`src/rtl/mux_41.sv`:
```
// 4:1 word multiplexer with a combinational output and a registered copy.
// out follows d[sel] with zero latency and ignores clk and rst_n.
// out_q and sel_q capture the selection on each rising clk edge.
module mux_41 #(
  parameter int WIDTH = 32
) (
  input  logic             clk,
  input  logic             rst_n,
  input  logic [WIDTH-1:0] d0,
  input  logic [WIDTH-1:0] d1,
  input  logic [WIDTH-1:0] d2,
  input  logic [WIDTH-1:0] d3,
  input  logic [1:0]       sel,
  output logic [WIDTH-1:0] out,
  output logic [WIDTH-1:0] out_q,
  output logic [1:0]       sel_q
);

  // Steer the selected word onto out. An unknown select deliberately
  // yields all-X so that a bad select is visible instead of being masked.
  always_comb begin
    out = '0;
    case (sel)
      2'b00:   out = d0;
      2'b01:   out = d1;
      2'b10:   out = d2;
      2'b11:   out = d3;
      default: out = {WIDTH{1'bx}};
    endcase
  end

  // Registered copy of the selected word and its select. Reset clears both
  // immediately and holds them while rst_n is low.
  always_ff @(posedge clk or negedge rst_n) begin
    if (!rst_n) begin
      out_q <= '0;
      sel_q <= 2'b00;
    end else begin
      out_q <= out;
      sel_q <= sel;
    end
  end

endmodule

```
`config.mk`:
```
export PLATFORM = sky130hd
export DESIGN_NAME = mux_41
export DESIGN_NICKNAME = d
export VERILOG_FILES = /design/src/rtl/mux_41.sv
export SDC_FILE = /design/constraint.sdc
export NUM_CORES = 1
export LEC_CHECK = 0
export ABC_AREA = 1
export ABC_CLOCK_PERIOD_IN_PS = 1050
export BUFFER_PORTS_ARGS = -buffer_cell sky130_fd_sc_hd__buf_2
export CAP_MARGIN = 25
export CORE_AREA = 2 2 76 78
export DETAILED_ROUTE_END_ITERATION = 8
export DIE_AREA = 0 0 78 80
export PLACE_DENSITY = 0.88
export SETUP_SLACK_MARGIN = 0.2
export SLEW_MARGIN = 10
export SYNTH_ARGS = -nofsm -noshare
export SYNTH_HDL_FRONTEND = slang
export SYNTH_SLANG_ARGS = --single-unit
export TNS_END_PERCENT = 5
```
`constraint.sdc`:
```
create_clock -name clk -period 1.05 [get_ports clk]
set_input_delay 0 -clock clk [delete_from_list [all_inputs] [get_ports clk]]
set_output_delay 0 -clock clk [all_outputs]
set_load 0.02 [all_outputs]
```
# == Word-level counts from Yosys, hierarchy flattened ==
# Cells that the tools add are included.
# classes
reduce_logical,1
muxes,1
eq_ne,3
# ops
operator,n
case mux 32 bit (4 select lines),1
== test 2 bit (second input constant),2
== test 2 x 1 -> 1 bit (second input constant),1
zero test 2 bit,1
# word_totals
out_inout_bits,66
reg_bits,34
inputBits,132

# == Logic depth before layout (Yosys ltp) ==
# Gate-level depths: netlist (run 1).
# logic_depth
ltp_word,2
depth_mapped,4
ltp_nobuf,3

# == Least setup slack after synthesis (run 1) ==
# Ideal clock, no wire load.
# synth_timing
path_type,input port to flip-flop
start,in sel[0]
end,reg out_q[27]
arrival_ns,0.624
path_buffers,2
path_stages,4
slack_ns,0.197
path_cell_list,buf_4 -> buf_4 -> nand3_1 -> nand4_1
# synth_via
elab_chain_cells,2
# synth_rtl
element,line,source
"start, declared",13,"input logic [1:0] sel,"
"== test 2 bit, or another cell as far along",23,case (sel)
case mux 32 bit (4 select lines) (*),23,
named net out[27],14,"output logic [WIDTH-1:0] out,"
"end signal, assigned",39,out_q <= out;
"end, declared",15,"output logic [WIDTH-1:0] out_q,"
# The timed path passes the listed nets; every way through them passes the cells marked *.

# == Worst setup path after layout (run 1) ==
# layout_timing
start,in sel[1]
end,out out[25]
# layout_via
elab_chain_cells,2
# layout_rtl
element,line
"== test 2 bit, or another cell as far along",23
case mux 32 bit (4 select lines) (*),23
"end, declared",14
# Every way passes the cells marked *; elsewhere a longest branch is shown, timed or not.

==> metrics.cfg, run 1 <==
[detailed_routing]
viasPerCell = 5.21
wire_per_inst_um = 15.9
finalWirelength_um = 7940
met2_length_um = 4280
wl_met1_um = 2800
vias = 2602
remaining_drc_errors = 0
drtIter0Drc = 155
dr.pass1.iters = 4
route.top_layer_used = met4
wl_met3_um = 776
ant_nets = 0

[power_and_ir_drop]
power.leakage_nw = 1.73
powerDensity_mw_per_mm2 = 1200
irDropWorstVdd_mv = 0.576

[clocking]
cts_buffer_depth = 2
h-tree-depth = 2
cts_inserted_buffers = 5
clockRootBuffer = clkbuf_8
clkSlewWorstSetupHoldPaths_ps = 70
clock-sinks = 34
hold_buffers = 2
cts_tree = yes

[worst_setup_path]
cp-end-kind = output pin
critical_path.top_delay_family = buffers and inverters
critical_path_buf_inv_count = 3
crit_fanout = 8
crit_path_max_incr_delay_ps = 230
slowest_stage = nor2_4
arrival_ps = 890
cp_data_required_time_ps = 1050
start_kind = input pin
path_cells = buf_8, nor2_4, clkbuf_16, nand2_2, nand4_1, buf_4
path_class = in2out

[sta]
rsz0062_at_grt = yes
worst_pin_slew_ps = 385
hold_ws_ps = -56.5
slew-limit-headroom = 0.743
fin_crit_sh = 0.851
setup_violations = 0
fin_crit_ps = 894
fmax_ghz = 1.12
slew_viol_final = 0
setup_tns_ps = 0
hold_viol_final = 22

[final_layout]
regArea_um2 = 851
n_fill_cell = 497
antenna_cells = 0
drive_gt1_frac = 0.557
fin_nets = 558
final_core_util = 0.604
syn_to_final_growth_pct = 79.9
multi_input_area_um2 = 832
finalNonFillerCells = 499

[logic_synthesis]
syn_nets = 352
synthTopCellsByArea = dfrtp_1 47%, nand3_1 26%, nand4_1 11%, nand2_1 6.6%, buf_4 5.8%
ys_warn_count = 0
synth_edf_count = 0
synth_cells = 220
yosysTopAreaCellShare = 0.469
yosysTopAreaCell = dfrtp_1
synthArstFlopShare = 1.00
avgSynthCellArea_um2 = 8.25
ys_ff_latch = 34
synth.most_common_cell = nand3_1
ys_top_cells_by_count = 96 x nand3_1, 34 x dfrtp_1, 32 x nand2_1, 32 x nand4_1, 14 x buf_4
synthFlopType = dfrtp_1
synth_cell_type_count = 8
syn_area_mm2 = 0.00182
seq_area_frac_synth = 0.469

[job]
max_cap_viol_count = 0

[grt]
grt_start_max_net_pins = 48
antenna_found_initial = 0
grt_pass1_vias = 2517
grt_pass1_wl_um = 11000
grt_use_total = 0.220
grt_overflow = 0

[outcome]
outcome = complete, but fails checks
violations = negative hold slack

[die]
fp.dieH_um = 80
dieArea_mm2 = 0.00624
coreArea_mm2 = 0.00541
die_w_um = 78
rows = 27
ios = 198
start_util = 0.336

[placement]
io_buffer_count = 197
gp_congestion = 0.712
placed_cells = 476
dp_hpwl_um = 5380

[min_path]
min_path_type = in2reg

-- cells by family (layout without fill, tap and decap cells) --
group,count (synthesis),in the layout,share of synthesized area
buffers and inverters,25,232,0.0868
DFF,34,34,0.469
and+or+nand+nor,161,161,0.445
-- flip-flops by register name, summed over array words and instances (netlist names) --
register	count
out_q	32
sel_q	2
-- metrics by stage --
step	total power (W)	hold slack (ps)	setup WS (ps)	cell area, um^2
2_1_floorplan	0.00216	-296	197	1820
3_3_place_gp	0.00274	-58.5	106	2870
3_5_place_dp	0.00277	-53.2	75.7	2870
4_1_cts	0.00378	-66.3	169	3000
5_1_grt	0.00414	-48.1	97.2	3270
6_report	0.00393	-56.5	156	3270
-- per-layer routing --
layer | track usage | vias up
met4 | 0.0860 | 0
met1 | 0.234 | 1217
met3 | 0.0577 | 10
met2 | 0.414 | 161
met5 | 0 | -
li1 | - | 1214
-- worst paths after layout --
| check | start | to | slack [ps] | cells after the start |
|---|---|---|---|---|
| hold / removal | d0[21] | out_q[21] | -60 | 3 |
| setup / recovery | sel[1] | out[25] | 160 | 6 |
| min in group asynchronous | rst_n | out_q[18] | 160 | 2 |
| max in group asynchronous | rst_n | out_q[3] | 450 | 3 |
-- worst min-delay path, cell delays in order --
cell	delay, ps
buf_2	70
nand2_1	40
nand4_1	70
-- cell usage in the layout (no fill, tap or decap) --
master,synthesis,final
buf_2,9,174
buf_8,0,4
buf_6,0,7
nand4_1,32,32
clkinv_2,0,1
dlygate4sd3_1,0,2
clkbuf_1,0,1
nand3_1,96,96
nand2_1,32,24
buf_12,0,4
buf_4,14,28
dfrtp_1,34,34
clkbuf_8,0,6
nor2_4,0,1
inv_2,0,2
clkbuf_16,0,3
nand2_2,0,8
-- layout make-up --
class	instances	area share
Tap cell	72	0.0276
Timing Repair Buffer	222	0.427
Sequential cell	34	0.260
Clock inverter	1	0.00153
Multi-Input combinational cell	161	0.255
Clock buffer	7	0.0264
Inverter	2	0.00230
-- power by group --
part / switching [W] / internal, W
registers: 0.0000271 / 0.00144
logic: 0.000850 / 0.000634
clock network: 0.000451 / 0.000529
-- what timing repair did --
action                                 4_1_cts  5_1_grt
setup endpoints to repair                   27       32
buffers inserted                             0        9
gates cloned                                 0        4
resized for setup                            5       45
endpoints found under the hold margin       67       18
pin swaps                                    0        1
Note: power is estimated with default switching activity, not from simulation.
==> run 2, diff against run 1 <==
--- a/config.mk
+++ b/config.mk
@@ -6,13 +6,12 @@
 export NUM_CORES = 1
 export LEC_CHECK = 0
 export ABC_AREA = 1
-export ABC_CLOCK_PERIOD_IN_PS = 1050
+export ABC_CLOCK_PERIOD_IN_PS = 800
 export BUFFER_PORTS_ARGS = -buffer_cell sky130_fd_sc_hd__buf_2
 export CAP_MARGIN = 25
-export CORE_AREA = 2 2 76 78
+export CORE_UTILIZATION = 31
 export DETAILED_ROUTE_END_ITERATION = 8
-export DIE_AREA = 0 0 78 80
-export PLACE_DENSITY = 0.88
+export PLACE_DENSITY = 0.86
 export SETUP_SLACK_MARGIN = 0.2
 export SLEW_MARGIN = 10
 export SYNTH_ARGS = -nofsm -noshare
==> constraint.sdc (replaced) <==
create_clock -name clk -period 0.8 [get_ports clk]
set_input_delay 0 -clock clk [delete_from_list [all_inputs] [get_ports clk]]
set_output_delay 0 -clock clk [all_outputs]
set_load 0.02 [all_outputs]
==> run 2 against run 1 <==
  * The run ends with negative hold slack, negative setup slack left
  * Via count is 0.46% higher
  * Non-clock buffer count fell by 9
  * Clock power up 21%
  * Final area up 3.2%
  * Utilization is essentially flat
  * Die area decreased by 1.2%
  * Flip-flop and latch count is the same
  * Cell count is 2.0% lower
  * Largest power group unchanged
  * Power increased by 32%
  * Worst hold slack improved by 24 ps
  * Clock-buffer cell count unchanged
==> metrics.cfg, run 2 (synthesis gave the netlist of run 1 again) <==
[outcome]
outcome = complete, but fails checks  ; unchanged
violations = negative hold slack, negative setup slack  ; was negative hold slack

[final_layout]
reg_top3 = out_q x32, sel_q x2  ; unchanged
drive_gt1_frac = 0.578  ; was 0.557
largest_reg_flops = 32  ; unchanged
largest_register = out_q  ; unchanged
antenna_cells = 0  ; unchanged
fin_area_mm2 = 0.00337  ; was 0.00327 mm^2
mostFrequentLayoutCell = buf_2  ; unchanged
final_cell_mix = 151 x buf_2, 76 x nand3_1, 34 x dfrtp_1  ; was 174 x buf_2, 96 x nand3_1, 34 x dfrtp_1
fin_nets = 549  ; was 558
finalNonFillerCells = 489  ; was 499
syn_to_final_growth_pct = 85.7  ; was 79.9%
final_core_util = 0.605  ; was 0.604

[die]
die_w_um = 78.5  ; was 78 um
fp.dieH_um = 78.5  ; was 80 um
coreArea_mm2 = 0.00557  ; was 0.00541 mm^2
dieArea_mm2 = 0.00617  ; was 0.00624 mm^2
start_util = 0.326  ; was 0.336
rows = 27  ; unchanged
ios = 198  ; unchanged

[sta]
setup_ws_ps = -47.0  ; was 156 ps
setup_tns_ps = -208  ; was 0 ps
hold_viol_final = 22  ; unchanged
slew_viol_final = 0  ; unchanged
fin_crit_sh = 1.06
slew-limit-headroom = 0.851  ; was 0.743
worst_pin_slew_ps = 223  ; was 385 ps
setup_violations = 17  ; was 0
fin_crit_ps = 847
rsz0062_at_grt = yes  ; unchanged
fmax_ghz = 1.18
hold_ws_ps = -32.7  ; was -56.5 ps

[detailed_routing]
finalWirelength_um = 7970  ; was 7940 um
drtIter0Drc = 122  ; was 155
viasPerCell = 5.35  ; was 5.21
dr.pass1.iters = 4  ; unchanged
vias = 2614  ; was 2,602
wire_per_inst_um = 16.3  ; was 15.9 um
ant_nets = 0  ; unchanged
remaining_drc_errors = 0  ; unchanged

[worst_setup_path]
critical_path_buf_inv_count = 3  ; unchanged
crit_start = sel[0]  ; was sel[1]
slowest_stage = nor2_4  ; unchanged
cp-end-kind = output pin  ; unchanged
crit_path_max_incr_delay_ps = 180  ; was 230 ps
path_cells = buf_12, nor2_4, buf_12, nand2_1, nand4_1, buf_4  ; was buf_8, nor2_4, clkbuf_16, nand2_2, nand4_1, buf_4
crit_fanout = 16  ; was 8
critical_path.top_delay_family = buffers and inverters  ; unchanged
cp_data_required_time_ps = 800  ; was 1050 ps
arrival_ps = 850  ; was 890 ps
start_kind = input pin  ; unchanged
path_class = in2out  ; unchanged
crit_top_cell = buf_12

[placement]
dp_hpwl_um = 5480  ; was 5380 um
gp_congestion = 0.890  ; was 0.712
placed_cells = 478  ; was 476
io_buffer_count = 197  ; unchanged
dp_slack_ps = -126  ; was 75.7 ps
placed_area_mm2 = 0.00298  ; was 0.00287 mm^2

[clocking]
clockRootBuffer = clkbuf_8  ; unchanged
clock-sinks = 34  ; unchanged
clkSlewWorstSetupHoldPaths_ps = 70  ; about the same
h-tree-depth = 2  ; unchanged
cts_inserted_buffers = 5  ; unchanged
hold_buffers = 2  ; unchanged
cts_buffer_depth = 2  ; unchanged
cts_tree = yes  ; unchanged

[min_path]
min_path_type = in2reg  ; unchanged
hp-start = d0[26]  ; was d0[21]
min_to = out_q[26]  ; was out_q[21]
hold_path_depth = 3  ; unchanged

[grt]
antenna_found_initial = 0  ; unchanged
grt_overflow = 0  ; unchanged
grt_use_total = 0.255  ; was 0.220
grt_pass1_wl_um = 12000  ; was 11,000 um
grt_start_max_net_pins = 37  ; was 48
grt_pass1_vias = 2629  ; was 2,517

[job]
max_cap_viol_count = 0  ; unchanged

[power_and_ir_drop]
power.leakage_nw = 1.72  ; was 1.73 nW
powerDensity_mw_per_mm2 = 1530  ; was 1200 mW/mm^2
irDropWorstVdd_mv = 0.745  ; was 0.576 mV

run 2: cell type report:
class                           instances  area (um^2)
Fill cell                             510         2200
Timing Repair Buffer                  213         1430
Multi-Input combinational cell        161          917
Sequential cell                        34          851
Tap cell                               72         90.1
Clock buffer                            7         76.3
Inverter                                2         7.51
run 2: routing by layer:
metal  track usage  routed length, um  vias up
met5             0                  0        -
met4         0.157                305        0
met3        0.0512                556       29
met2         0.463               4260      168
met1         0.267               2850     1221
li1              -                  -     1196
run 2: repair_timing:
| action | in CTS | in global routing |
|---|---|---|
| buffers inserted | 0 | 0 |
| pin swaps | 13 | 7 |
| endpoints found under the setup margin | 66 | 66 |
| resized for setup | 64 | 30 |
| endpoints found under the hold margin | 63 | 18 |
| cloned | 2 | 0 |
run 2: how the worst max path moves through the flow:
| stage | endpoint | depth (start not counted) | slack [ps] |
|---|---|---|---|
| after global placement | out[12] | 5 | -90 |
| after global routing | out[29] | 6 | -100 |
| final | out[29] | 6 | -50 |
| after floorplan | out_q[12] | 4 | 9 |
| after CTS | out_q[3] | 1 | -30 |
| after detailed placement | out[13] | 5 | -130 |
run 2: power breakdown:
part | switching, W | internal (W) | total [W]
logic | 0.00113 | 0.000903 | 0.00203
registers | 0.0000593 | 0.00189 | 0.00195
clock network | 0.000592 | 0.000599 | 0.00119
run 2: per-stage QoR:
| step | total power [W] | hold slack [ps] |
|---|---|---|
| after CTS | 0.00510 | -54.6 |
| after floorplan | 0.00292 | -296 |
| final | 0.00517 | -32.7 |
| after global placement | 0.00364 | -26.0 |
| after global routing | 0.00543 | -45.3 |
| after detailed placement | 0.00368 | -21.0 |
==> run 3, diff against run 2 <==
--- a/config.mk
+++ b/config.mk
@@ -12,7 +12,6 @@
 export CORE_UTILIZATION = 31
 export DETAILED_ROUTE_END_ITERATION = 8
 export PLACE_DENSITY = 0.86
-export SETUP_SLACK_MARGIN = 0.2
 export SLEW_MARGIN = 10
 export SYNTH_ARGS = -nofsm -noshare
 export SYNTH_HDL_FRONTEND = slang
==> run 3 against run 2 <==
  * The run still ends with negative hold slack, negative setup slack left
  * First-iteration DRC count down 17%
  * Global-route usage is 2.3 points lower
  * Flip-flop and latch count did not move
  * Via count is 2.0% lower
  * Power grew 2.9%
  * Clock-buffer cell count increased by 1
  * Largest cell class unchanged
==> metrics.cfg, run 3 (synthesis gave the netlist of run 1 again) <==
[clocking]
cts_inserted_buffers = 5  ; unchanged
clockRootBuffer = clkbuf_8  ; unchanged
h-tree-depth = 2  ; unchanged
cts_buffer_depth = 2  ; unchanged
clkSlewWorstSetupHoldPaths_ps = 70  ; about the same
hold_buffers = 1  ; was 2
clock-sinks = 34  ; unchanged
cts_tree = yes  ; unchanged

[die]
die_w_um = 78.5  ; unchanged
dieArea_mm2 = 0.00617  ; unchanged
fp.dieH_um = 78.5  ; unchanged
coreArea_mm2 = 0.00557  ; unchanged
rows = 27  ; unchanged
start_util = 0.326  ; unchanged
ios = 198  ; unchanged

[worst_setup_path]
path_class = in2out  ; unchanged
arrival_ps = 840  ; was 850 ps
cp-end-kind = output pin  ; unchanged
start_kind = input pin  ; unchanged
path_cells = buf_12, buf_4, buf_12, nand3_1, nand4_1, buf_4  ; was buf_12, nor2_4, buf_12, nand2_1, nand4_1, buf_4
cp_data_required_time_ps = 800  ; about the same
crit_start = sel[0]  ; unchanged
crit_fanout = 31  ; was 16
slowest_stage = buf_4  ; was nor2_4
crit_path_max_incr_delay_ps = 190  ; was 180 ps

[final_layout]
n_fill_cell = 495  ; was 510
regArea_um2 = 851  ; unchanged
final_cell_mix = 169 x buf_2, 92 x nand3_1, 34 x dfrtp_1  ; was 151 x buf_2, 76 x nand3_1, 34 x dfrtp_1
fin_nets = 550  ; was 549
antenna_cells = 0  ; unchanged
largest_reg_flops = 32  ; unchanged
multi_input_area_um2 = 835  ; was 917 um^2
drive_gt1_frac = 0.547  ; was 0.578
largest_register = out_q  ; unchanged
mostFrequentLayoutCell = buf_2  ; unchanged
reg_top3 = out_q x32, sel_q x2  ; unchanged
syn_to_final_growth_pct = 79.0  ; was 85.7%

[sta]
setup_ws_ps = -37.9  ; was -47.0 ps
worst_pin_slew_ps = 195  ; was 223 ps
setup_tns_ps = -242  ; was -208 ps
fin_crit_ps = 838  ; was 847 ps
hold_ws_ps = -38.6  ; was -32.7 ps
fmax_ghz = 1.19  ; was 1.18 GHz
rsz0062_at_grt = yes  ; unchanged
slew-limit-headroom = 0.870  ; was 0.851
fin_crit_sh = 1.05  ; was 1.06
slew_viol_final = 0  ; unchanged
setup_violations = 23  ; was 17
hold_viol_final = 24  ; was 22

[power_and_ir_drop]
powerDensity_mw_per_mm2 = 1640  ; was 1530 mW/mm^2
power_frac_clock = 0.280  ; was 0.230
switchingPower_w = 0.00175  ; was 0.00178 W
power.internal_w = 0.00357  ; was 0.00339 W
power.leakage_nw = 1.70  ; was 1.72 nW
swShare = 0.329  ; was 0.344
irDropWorstVdd_mv = 0.656  ; was 0.745 mV
p_total_w = 0.00532  ; was 0.00517 W
pwr-share-seq = 0.364  ; was 0.377
combPwrFrac = 0.356  ; was 0.393

[grt]
grt_pass1_wl_um = 11200  ; was 12,000 um
antenna_found_initial = 0  ; unchanged
use_met2 = 0.427  ; was 0.463
grt_util_met3 = 0.0616  ; was 0.0512
grt_use_total = 0.232  ; was 0.255
grt_start_max_net_pins = 35  ; was 37
grt_pass1_vias = 2492  ; was 2,629
grt_overflow = 0  ; unchanged
grt_use_met1 = 0.256  ; was 0.267
busiest_layer = met2  ; unchanged

[detailed_routing]
dr.pass1.iters = 4  ; unchanged
finalWirelength_um = 7510  ; was 7970 um
ant_nets = 0  ; unchanged
drtIter0Drc = 101  ; was 122
viasPerCell = 5.22  ; was 5.35
wire_per_inst_um = 15.3  ; was 16.3 um
vias = 2561  ; was 2,614
remaining_drc_errors = 0  ; unchanged

[min_path]
hold_path_depth = 3  ; unchanged
hp-start = d0[31]  ; was d0[26]
min_path_type = in2reg  ; unchanged
min_to = out_q[31]  ; was out_q[26]

[job]
max_cap_viol_count = 0  ; unchanged

[placement]
dp_slack_ps = -115  ; was -126 ps
gp_congestion = 0.746  ; was 0.890
dp_hpwl_um = 5340  ; was 5480 um
io_buffer_count = 197  ; unchanged

[outcome]
outcome = complete, but fails checks  ; unchanged
violations = negative hold slack, negative setup slack  ; unchanged

-- run 3: cell types whose count changed in the layout (fill, tap and decap cells not counted), sizes merged --
cell         change
inv              -1
clkbuf           +2
buf              +1
clkinvlp         +1
dlygate4sd3      -1
-- run 3: worst max-delay path, delay by kind of cell --
kind | cells | cell delay, ps
buffers and inverters | 4 | 580
AND/OR/NAND/NOR | 2 | 240
-- run 3: timing repair --
item / 4_1_cts / 5_1_grt
hold endpoints to repair: 62 / 20
pin swaps: 0 / 5
buffers inserted: 0 / 2
setup endpoints to repair: 57 / 66
cloned: 2 / 1
resized for setup: 34 / 27
-- run 3: worst max-delay path by stage --
stage | end | slack, ps | cells past startpoint
after floorplan | out_q[0] | -30 | 4
after global placement | out[17] | -90 | 6
after detailed placement | out[17] | -120 | 6
after CTS | out_q[15] | -20 | 1
after global routing | out[3] | -90 | 6
final | out[3] | -40 | 6
-- run 3: stage by stage --
step / cells / cell area [um^2] / util
after detailed placement: 477 / 2890 / 0.518
after floorplan: 220 / 1850 / -
final: 491 / 3250 / 0.583
after global routing: 491 / 3250 / 0.583
after global placement: 477 / 2890 / 0.518
after CTS: 488 / 3120 / 0.559
-- run 3: power groups by stage --
stage	sequential (W)	clock, W	combinational, W
3_5_place_dp	0.00196	0	0.00169
2_1_floorplan	0.00219	0	0.000667
6_report	0.00194	0.00149	0.00189
3_3_place_gp	0.00196	0	0.00166
5_1_grt	0.00195	0.00160	0.00202
4_1_cts	0.00193	0.00154	0.00179
-- run 3: area by class of cell --
type / instances / area share
flip-flops and latches: 34 / 0.262
multi-input cells: 161 / 0.257
repair buffers: 214 / 0.416
clock buffers: 8 / 0.0339
inverters: 2 / 0.00346
well taps: 72 / 0.0277
-- run 3: per-layer routing --
metal / routed length, um / up-vias
li1: - / 1197
met1: 2690 / 1188
met2: 4030 / 164
met3: 660 / 12
met4: 125 / 0
met5: 0 / -
